==> config.mk <==
export PLATFORM = sky130hd
export DESIGN_NAME = actuador_persiana
export DESIGN_NICKNAME = d
export VERILOG_FILES = /design/src/rtl/actuador_persiana.sv
export SDC_FILE = /design/constraint.sdc
export NUM_CORES = 1
export LEC_CHECK = 0
export CAP_MARGIN = 20
export CORE_UTILIZATION = 54
export DETAILED_ROUTE_END_ITERATION = 10
export GPL_TIMING_DRIVEN = 1
export PLACE_DENSITY = 0.76
export SYNTH_ARGS = -nofsm -noshare
export SYNTH_HDL_FRONTEND = slang
export SYNTH_SLANG_ARGS = --single-unit
==> constraint.sdc <==
create_clock -name clk -period 2.33 [get_ports clk]
set_clock_uncertainty 0.2 [all_clocks]
set_input_delay 0.466 -clock clk [delete_from_list [all_inputs] [get_ports clk]]
set_output_delay 0.466 -clock clk [all_outputs]
set_load 0.02 [all_outputs]
==> src/rtl/actuador_persiana.sv <==
// Behavioural blind actuator: motor FSM with dead-time on reversal, stall
// detection on obstruction, and position sensors decoded from the position.
module actuador_persiana #(
    parameter logic [24:0] TICK_DIV    = 25'd16777216,
    parameter logic [6:0]  POS_MAX     = 7'd100,
    parameter logic [6:0]  POS_MED     = 7'd50,
    parameter logic [6:0]  SENS_WIN    = 7'd2,
    parameter int          DEAD_TICKS  = 3,
    parameter int          STALL_TICKS = 4
) (
    input  logic       clk,
    input  logic       reseteo,
    input  logic       subir,
    input  logic       bajar,
    input  logic       bloqueo,
    output logic       Ssup,
    output logic       Smed,
    output logic       Sinf,
    output logic [6:0] posicion,
    output logic       moviendo,
    output logic       falla
);

    typedef enum logic [2:0] {
        REPOSO,
        SUBIENDO,
        BAJANDO,
        PAUSA,
        FALLA
    } estado_t;

    localparam logic [24:0] TICK_LAST = TICK_DIV - 25'd1;
    localparam logic [7:0]  DEAD_LIM  = 8'(DEAD_TICKS);
    localparam logic [7:0]  STALL_LIM = 8'(STALL_TICKS);
    localparam logic [6:0]  MED_LO    = POS_MED - SENS_WIN;
    localparam logic [6:0]  MED_HI    = POS_MED + SENS_WIN;

    estado_t     state_reg, state_next;
    logic [6:0]  pos_reg, pos_next;
    logic [24:0] tick_cnt_reg, tick_cnt_next;
    logic [7:0]  stall_reg, stall_next;
    logic [7:0]  dead_reg, dead_next;
    logic        tick;

    always_ff @(posedge clk or posedge reseteo) begin
        if (reseteo) begin
            state_reg    <= REPOSO;
            pos_reg      <= 7'd0;
            tick_cnt_reg <= 25'd0;
            stall_reg    <= 8'd0;
            dead_reg     <= 8'd0;
        end else begin
            state_reg    <= state_next;
            pos_reg      <= pos_next;
            tick_cnt_reg <= tick_cnt_next;
            stall_reg    <= stall_next;
            dead_reg     <= dead_next;
        end
    end

    assign tick          = (tick_cnt_reg == TICK_LAST);
    assign tick_cnt_next = tick ? 25'd0 : tick_cnt_reg + 25'd1;

    always_comb begin
        state_next = state_reg;
        pos_next   = pos_reg;
        stall_next = stall_reg;
        dead_next  = dead_reg;

        // Conflicting commands are a controller fault wherever we are.
        if (state_reg != FALLA && subir && bajar) begin
            state_next = FALLA;
        end else begin
            case (state_reg)
                REPOSO: begin
                    stall_next = 8'd0;
                    dead_next  = 8'd0;
                    if (subir && !bajar && pos_reg < POS_MAX) begin
                        state_next = SUBIENDO;
                    end else if (bajar && !subir && pos_reg != 7'd0) begin
                        state_next = BAJANDO;
                    end
                end
                SUBIENDO: begin
                    if (!subir) begin
                        stall_next = 8'd0;
                        dead_next  = 8'd0;
                        state_next = bajar ? PAUSA : REPOSO;
                    end else if (tick) begin
                        if (bloqueo) begin
                            stall_next = stall_reg + 8'd1;
                            if (stall_reg + 8'd1 >= STALL_LIM) state_next = FALLA;
                        end else begin
                            stall_next = 8'd0;
                            if (pos_reg < POS_MAX) pos_next = pos_reg + 7'd1;
                            if (pos_reg >= POS_MAX - 7'd1) state_next = REPOSO;
                        end
                    end
                end
                BAJANDO: begin
                    if (!bajar) begin
                        stall_next = 8'd0;
                        dead_next  = 8'd0;
                        state_next = subir ? PAUSA : REPOSO;
                    end else if (tick) begin
                        if (bloqueo) begin
                            stall_next = stall_reg + 8'd1;
                            if (stall_reg + 8'd1 >= STALL_LIM) state_next = FALLA;
                        end else begin
                            stall_next = 8'd0;
                            if (pos_reg != 7'd0) pos_next = pos_reg - 7'd1;
                            if (pos_reg <= 7'd1) state_next = REPOSO;
                        end
                    end
                end
                PAUSA: begin
                    if (tick) begin
                        if (dead_reg + 8'd1 >= DEAD_LIM) begin
                            dead_next  = 8'd0;
                            state_next = REPOSO;
                        end else begin
                            dead_next = dead_reg + 8'd1;
                        end
                    end
                end
                FALLA: begin
                    state_next = FALLA;
                end
                default: begin
                    state_next = REPOSO;
                end
            endcase
        end
    end

    assign posicion = pos_reg;
    assign Ssup     = (pos_reg == POS_MAX);
    assign Sinf     = (pos_reg == 7'd0);
    assign Smed     = (pos_reg >= MED_LO) && (pos_reg <= MED_HI);
    assign moviendo = (state_reg == SUBIENDO) || (state_reg == BAJANDO);
    assign falla    = (state_reg == FALLA);

endmodule

# == Yosys cells after proc, flatten, opt, wreduce, memory -nomap -nowiden ==
# Cells that the tools add are included.
# word_totals
ff_bits,51
latch_bits,0
ram_bits,0
romBits,0
input_bits,5
output_inout_bits,12
word_cells,100
memories,0
# classes
n_addsub,5
mul,0
div_mod_pow,0
magnitude_cmp,7
eq_ne,25
shifts,0
n_mux,37
bitwise,1
reduce_logical,20
# ops
operator,count
8-bit two-way mux,8
7-bit two-way mux,8
3-bit two-way mux,14
8-bit case mux with 4 select lines,1
25-bit by 1-bit adder with 25-bit output (second input constant),1
25-bit by 24-bit == test with 1-bit output (second input constant),1
25-bit two-way mux,1
8-bit case mux with 3 select lines,1
2-bit inequality test (second input constant),11
8-bit by 1-bit adder with 8-bit output (second input constant),2
3-bit case mux with 5 select lines,1
7-bit case mux with 2 select lines,1
4-bit inequality test (second input constant),3
5-bit inequality test (second input constant),2
10-bit AND reduction,1
3-bit inequality test (second input constant),3
8-bit by 2-bit greater-or-equal comparator with 1-bit output (second input constant),1
8-bit by 3-bit greater-or-equal comparator with 1-bit output (second input constant),1
7-bit by 1-bit adder with 7-bit output (second input constant),1
7-bit == test (second input constant),1
7-bit by 6-bit greater-or-equal comparator with 1-bit output (second input constant),1
7-bit greater-or-equal comparator (second input constant),1
7-bit by 1-bit less-or-equal comparator with 1-bit output (second input constant),1
7-bit by 6-bit less-or-equal comparator with 1-bit output (second input constant),1
other kinds (19),28

# == Logic depth before layout (Yosys ltp) ==
# Gate-level depths: netlist of the first run.
# logic_depth
word_depth,8
mapped_depth,8
mapped_depth_nobuf,8

# == Worst setup path before layout of the first run ==
# OpenSTA, ideal clock, no wires.
# synth_path
kind,reg2out
from,reg pos_reg[0] (netlist: posicion[0])
to,out Sinf
arrival_time_ns,1.796
slack_ns,-0.132
path_stages_with_launch,5
n_path_buf,0
cell_sequence,dfrtp_1 inv_1 ha_1 or3b_4 nor4_1
# synth_between
elab_chain_len,1
# synth_lines
element,line_no,rtl
start: declaration,39,"logic [6:0] pos_reg, pos_next;"
start signal: assignment,54,pos_reg <= pos_next;
7-bit logical NOT,138,assign Sinf = (pos_reg == 7'd0);
end: declaration,18,"output logic Sinf,"
# No other way between the ends.

# == Worst setup path after layout of the first run ==
# Same ends and word-level chain as after synthesis.

==> impl_results.md, run 1 <==
- Status: finished clean
- First-pass GRT wire length: between 10,000 and 15,000 µm
- CP bufs+invs: 2
- RSZ-0062 raised after global routing: true
- HPWL Detailed: 4420 µm
- Placer Congestion: around 0.8
- Pint: ~1.4 mW
- Post-synth top area cell: dfrtp_1
- Endpoints failing hold: 0
- Switching share of power: between 20% and 30%
- CTS tree: done
- Reg2Reg Setup Slack: approximately 0.08 ns
- Clock Sinks: roughly 50
- Worst hold stages: 1
- Total Nets Final: ~380
- Die Y: ~77 µm
- # DRC: 0
- Least-Margin Pin Slew: a little over 0.5 ns
- Hold slack: 0.301 ns
- Kind of critical path: flip-flop to output port
- Yosys warning total: 0
- Reg clk slew, reported paths: 0.09 ns
- Fillcell total: approximately 430
- Slowest Stage Delay on Critical Path: about 0.40 ns
- Antenna violation net count after detailed routing: 0
- Buffers on Ports: 16
- Worst vdd ir: 474 µV
- GRT overflow: 0
- Fin. max-slew vios: 0
- Max-cap violations: 0
- Die Wd: around 77 µm
- Area after DPL: 0.00345 mm²
- Critical Path RT: between 1.5 and 2 ns
- Hold Path Origin: tick_cnt_reg[23]
- Pwr/cell area: roughly 550 mW/mm²
- Layout cells sized above 1: around 18%
- Worst-Skew Late Latency: approximately 0.30 ns
- Tcrit/Tclk final: between 90 and 100%
- Achievable Freq: roughly 440 MHz
- Final core utilization: slightly below 70%
- Cell Area, Synth: roughly 0.0030 mm²
- Syn Inst Count: about 330
- DRT iter0 DRCs: ~180
- Final min period: between 2 and 2.5 ns
- Critical Path Fanout Max: 3
- Critical path endpoint category: output port
- Vias in the first global route: around 2,300
- Critical R2R Launch: posicion[0]
- Area Overhead vs Synth: 20.2%
- Largest register FFs: 25
- Relative slew slack: about two thirds
- Netlist cell types: 56
- Clk network pwr share: around 30%
- Clk Tree Root Cell: clkbuf_8
- Hold Path End: tick_cnt_reg[23]
- Number of vias per cell: around 5.7
- Top cell type's share of synthesized area: about 42%
- Top FF cell, synth: dfrtp_1
- Post-synthesis area per instance: 9.22 µm²
- Most frequent cells in the layout: dfrtp_1, nand2_1, buf_4
- GRT Overall Usage: 21.6%
- Synth async-reset ratio: 100%
- Final Cell Area: between 0.003 and 0.004 mm²
- Num rows: 26
- TritonRoute pass-1 iters: 4
- Crit start category: flip-flop
- CTS max path bufs: 2
- Psw: ~0.58 mW
- Critical path's top delay family: simple AND/OR/NAND/NOR gates
- Synth Net Count: 340
- Fraction of power consumed by sequential logic: approximately 47%
- Number of diodes: 0
- CP arrival: between 1.5 and 2 ns
- Final setup violating endpoints: 0
- EDFF count, synth: 0
- # IOs: 17
- DR vias: about 2,500
- Core area: 0.00524 mm²
- Tightest Hold Check Type: flip-flop to flip-flop
- Initial Utilization: a little under three fifths
- Initial antenna violation count: 0
- R2R cell count: 9
- CP Cell Sequence: inv_2, ha_4, or3b_4, nor4_4, buf_4
- Top cells by area, synth: dfrtp_1, nand2_1, xnor2_1
- Capture point of the worst reg-to-reg path: state_reg[0]
- Wire per inst: 14.2 µm
- Total CTS buffers: 5
- Largest net degree at the start of global routing: 22
- Leakage power total: between 1.5 and 2 nW
- Die area: just under 0.006 mm²
- Aggregate routed wire length: 6210 µm
- Most common cell after layout, fill and taps aside: dfrtp_1
- FF+latch count, synth: 51
- Gate power share: 23.8%
- Sequential share of the synthesized area: a little over two fifths
- CTS H-tree depth: 2
- Total power: between 2 and 2.5 mW
- CP max-delay cell: or3b_4
## through the flow
stage               worst slack (ns)  std cells  TNS [ns]
global placement              -0.120        431     -1.23
CTS                         -0.00526        437  -0.00526
floorplan                     0.0294        327         0
detailed placement            -0.162        431     -1.92
finish                        0.0495        438         0
global route                 -0.0232        438   -0.0295
## synthesized netlist by cell type (3+ instances only)
master     n
nor2_1    29
and2_1     3
xnor2_1   15
a21o_1     4
buf_2      5
inv_1      7
nor4_1     3
dfrtp_1   51
o21ai_0   11
or2_2      4
a21oi_1   12
nor3b_1    5
and4_1     6
xor2_1    14
nor3_1    11
nand4b_1   3
a31oi_1    3
and3_1     8
ha_1       8
or3_1      9
nand3_1   17
o21a_1     3
nand2_1   35
o211a_1    3
clkbuf_1   7
nand2b_1   7
nand4_1    6
## cell type report
cell class,count,area [µm²],area share (%)
timing repair buffer,47,397,10.9
multi-input combinational,256,1740,47.9
inverter,7,26.3,0.725
sequential,51,1280,35.2
clock inverter,1,30.0,0.828
clock buffer,6,72.6,2.00
tap,70,87.6,2.42
## routing by layer
layer / share of wire (%) / global-route usage, %
met5: 0 / 0
met3: 2.5 / 2.86
met1: 48 / 29.4
met2: 49 / 35.9
met4: 0.98 / 6.35
## worst max-delay path by stage
| stage | from | endpoint | slack (ns) | depth (start not counted) |
|---|---|---|---|---|
| floorplan | posicion[0] | posicion[2] | 0.03 | 8 |
| global placement | subir | stall_reg[6] | -0.12 | 5 |
| detailed placement | subir | stall_reg[6] | -0.16 | 5 |
| CTS | posicion[1] | Sinf | -0.005 | 5 |
| global route | posicion[0] | state_reg[0] | -0.02 | 9 |
| finish | posicion[0] | Sinf | 0.05 | 5 |
## cells by family (layout without fill, tap and decap cells)
logic type,after synthesis,after routing,synth area share (%)
muxes,4,4,1.41
adders and majority gates,8,8,3.32
and+or+nand+nor,159,159,28.8
DFF,51,51,42.3
AOI/OAI and AO/OA,56,56,12.8
buffers and inverters,20,61,2.95
xor gates and xnor gates,29,29,8.42
## power groups by stage
stage                     Clock, mW  Sequential, mW  Combinational, mW
after floorplan                   0           0.947              0.318
after CTS                     0.603           0.941              0.462
final                         0.589           0.943              0.478
after global routing          0.632           0.946              0.525
after global placement            0           0.958              0.463
after detailed placement          0           0.958              0.471
## what timing repair did
| action | in CTS | in global routing |
|---|---|---|
| hold endpoints to repair | 0 | 0 |
| buffers inserted | 0 | 1 |
| pin swaps | 1 | 1 |
| gates resized for setup | 15 | 21 |
| endpoints found under the setup margin | 15 | 20 |
| hold buffers | 0 | 0 |
Power figures use the tool's default switching activity.
==> run 2, diff against run 1 <==
--- a/config.mk
+++ b/config.mk
@@ -6,10 +6,10 @@
 export NUM_CORES = 1
 export LEC_CHECK = 0
 export CAP_MARGIN = 20
-export CORE_UTILIZATION = 54
+export CORE_UTILIZATION = 55
 export DETAILED_ROUTE_END_ITERATION = 10
 export GPL_TIMING_DRIVEN = 1
-export PLACE_DENSITY = 0.76
+export PLACE_DENSITY = 0.74
 export SYNTH_ARGS = -nofsm -noshare
 export SYNTH_HDL_FRONTEND = slang
 export SYNTH_SLANG_ARGS = --single-unit
==> constraint.sdc (replaced) <==
create_clock -name clk -period 2.2 [get_ports clk]
set_clock_uncertainty 0.2 [all_clocks]
set_input_delay 0.44 -clock clk [delete_from_list [all_inputs] [get_ports clk]]
set_output_delay 0.44 -clock clk [all_outputs]
set_load 0.02 [all_outputs]
==> run 2 against run 1 <==
The run now ends with negative setup slack left; register-to-register slack got worse by 0.23 ns; non-clock buffer count increased by 16; highest routed layer unchanged; critical endpoint is now state_reg[2]; largest cell class unchanged; sequential power increased by 7%.
==> impl_results.md, run 2 (synthesized netlist as in run 1, its figures left out) <==
- Reg2Reg Setup Slack: -0.15 ns (-0.23 ns)
- GRT overflow: 0 (unchanged)
- Tightest Hold Check Type: flip-flop to flip-flop
- DRT iter0 DRCs: 129 (-29%)
- Placer Congestion: 0.836 (+1.8%)
- Tcrit/Tclk final: 107%
- First-pass GRT wire length: 11,800 µm (+15%)
- CTS H-tree depth: 2 (unchanged)
- Pwr/cell area: 572 mW/mm² (+3.3%)
- HPWL Detailed: 4730 µm (+7.0%)
- Most frequent cells in the layout: dfrtp_1, buf_4, nand2_1
- Setup WS post-layout: -0.154 ns (-0.203 ns)
- FF/Latch Area: 0.00128 mm² (+0.39%)
- Number of vias per cell: 5.76 (+0.44%)
- Fillcell total: 395 (-7.3%)
- Number of diodes: 0 (unchanged)
- Worst Setup SP: posicion[1]
- Achievable Freq: approximately 420 MHz
- Worst vdd ir: 406 µV (-14%)
- Largest register FFs: 25 (unchanged)
- Total CTS buffers: 5 (unchanged)
- Total Nets Final: 397 (+4.2%)
- # DRC: 0 (unchanged)
- TritonRoute pass-1 iters: 4 (unchanged)
- Critical path endpoint category: flip-flop
- Kind of critical path: flip-flop to flip-flop
- Buffers on Ports: 16 (unchanged)
- Vias in the first global route: 2,631 (+13%)
- RSZ-0062 raised after global routing: true
- Leakage power total: 1.75 nW (+8.1%)
- Final Cell Area: 0.00382 mm² (+5.3%)
- Fin. max-slew vios: 0 (unchanged)
- Most common cell after layout, fill and taps aside: dfrtp_1
- Hold Path End: tick_cnt_reg[23]
- Largest net degree at the start of global routing: 52 (+140%)
- Status: finished with violations
- Die area: 0.00578 mm² (-1.8%)
- Relative slew slack: 67.5% (+1.4 points)
- Antenna violation net count after detailed routing: 0 (unchanged)
- Inst Count DP: 444 (+3.0%)
- Final core utilization: 73.4% (+4.1 points)
- Die Y: 76.0 µm (-0.89%)
- Failing checks: negative setup slack
- CP Depth: 10 (+5)
- Reg clk slew, reported paths: 0.09 ns (about the same)
- Core area: 0.00520 mm² (-0.62%)
- Clock Sinks: 51 (unchanged)
- DR vias: 2,623 (+4.3%)
- Non-Filler Instances: 455 (+3.9%)
- CP bufs+invs: 4 (+2)
- Critical path's top delay family: simple AND/OR/NAND/NOR gates
- CP Cell Sequence: inv_2, ha_4, or3b_4, buf_6, buf_6, o41ai_4, o211ai_1, nand4_1, buf_4, o21ai_2
- Hold Path Origin: tick_cnt_reg[23]
- Clk Tree Root Cell: clkbuf_8
- Initial Utilization: 57.9% (+0.36 points)
- Wire per inst: 14.4 µm (+1.5%)
- Critical Path RT: 2.19 ns (+0.53 ns)
- Area after DPL: 0.00357 mm² (+3.3%)
- Area taken by multi-input logic gates: 0.00180 mm² (+3.8%)
- CP dominant cell by count: buf_6
- R2R cell count: 10 (+1)
- Slowest Stage Delay on Critical Path: 0.42 ns (+0.02 ns)
- # IOs: 17 (unchanged)
- Area Overhead vs Synth: 26.6%
- Num rows: 26 (unchanged)
- Layout cells sized above 1: 25.2% (+7.5 points)
- GRT Overall Usage: 25.1% (+3.5 points)
- CTS max path bufs: 2 (unchanged)
- Capture point of the worst reg-to-reg path: state_reg[2]
- CP max-delay cell: dfrtp_2
- Setup TNS: -1.41 ns (-1.41 ns)
- Initial antenna violation count: 0 (unchanged)
- Worst hold stages: 1 (unchanged)
- Crit start category: flip-flop
- Least-Margin Pin Slew: 0.488 ns (-0.0178 ns)
- Endpoints failing hold: 0 (unchanged)
- CTS tree: done
- Worst-Skew Late Latency: 0.30 ns (about the same)
- Total power: 2.19 mW (+8.8%)
- Final setup violating endpoints: 12 (+12)
- Critical R2R Launch: posicion[1]
- Max-cap violations: 0 (unchanged)
- Aggregate routed wire length: 6540 µm (+5.4%)
- Final min period: between 2 and 2.5 ns
- Die Wd: 76.0 µm (-0.89%)
- CP arrival: 2.34 ns (+0.73 ns)
- Critical Path Fanout Max: 3 (unchanged)
## run 2: cell count changes in the layout (fill, tap and decap cells not counted), sizes merged
cell	change
buf	+15
bufinv	-1
clkbuf	+4
clkdlybuf4s50	-1
dlygate4sd2	-1
dlymetal6s2s	+1
## run 2: final cells by class
class                      instances  share of cell area [%]
multi-input combinational        256                    47.2
sequential                        51                    33.6
timing repair buffer              63                    13.6
clock buffer                       8                    2.62
tap                               70                    2.29
inverter                           7                   0.688
## run 2: power breakdown
part           total [mW]  leakage (nW)  internal [mW]  switching (mW)
clock network       0.585        0.0515          0.288           0.298
registers            1.01         0.679          0.961          0.0443
logic               0.595          1.02          0.277           0.317
## run 2: worst max-delay path by stage
stage | endpoint | slack (ns)
CTS | posicion[2] | -0.21
floorplan | posicion[2] | 0.03
global placement | stall_reg[6] | -0.23
detailed placement | stall_reg[1] | -0.30
finish | state_reg[2] | -0.15
global route | state_reg[2] | -0.23
## run 2: worst reg2reg max path: cells and delay by family, from the launching register on
kind | cells | cell delay, ns
simple gates | 2 | 0.57
compound gates | 3 | 0.48
buf+inv | 4 | 0.46
flops | 1 | 0.42
fa+ha+maj | 1 | 0.12
## run 2: metal layers
metal / wire (µm) / part of all wire (%) / GRT usage [%] / vias to the layer above
met5: 0 / 0 / 0 / -
met4: 89 / 1.4 / 8.08 / 0
met3: 194 / 3.0 / 4.31 / 10
met2: 3260 / 50 / 42.8 / 40
met1: 3000 / 46 / 32.5 / 1291
li1: - / - / - / 1282
## run 2: repair_timing
action	CTS	global route
hold buffers	0	0
setup endpoints to repair	16	29
pin swaps	6	6
setup buffers	1	2
gates resized for setup	31	23
## run 2: per-stage QoR
| stage | setup slack (ns) | hold WS, ns |
|---|---|---|
| floorplan | 0.0284 | 0.237 |
| CTS | -0.212 | 0.273 |
| global route | -0.227 | 0.313 |
| detailed placement | -0.302 | 0.261 |
| global placement | -0.229 | 0.257 |
| finish | -0.154 | 0.273 |
==> run 3, diff against run 2 <==
--- a/config.mk
+++ b/config.mk
@@ -5,7 +5,7 @@
 export SDC_FILE = /design/constraint.sdc
 export NUM_CORES = 1
 export LEC_CHECK = 0
-export CAP_MARGIN = 20
+export CAP_MARGIN = 40
 export CORE_UTILIZATION = 55
 export DETAILED_ROUTE_END_ITERATION = 10
 export GPL_TIMING_DRIVEN = 1
==> results of run 3 <==
The final DEF is identical to that of run 2; final timing and power are the same.
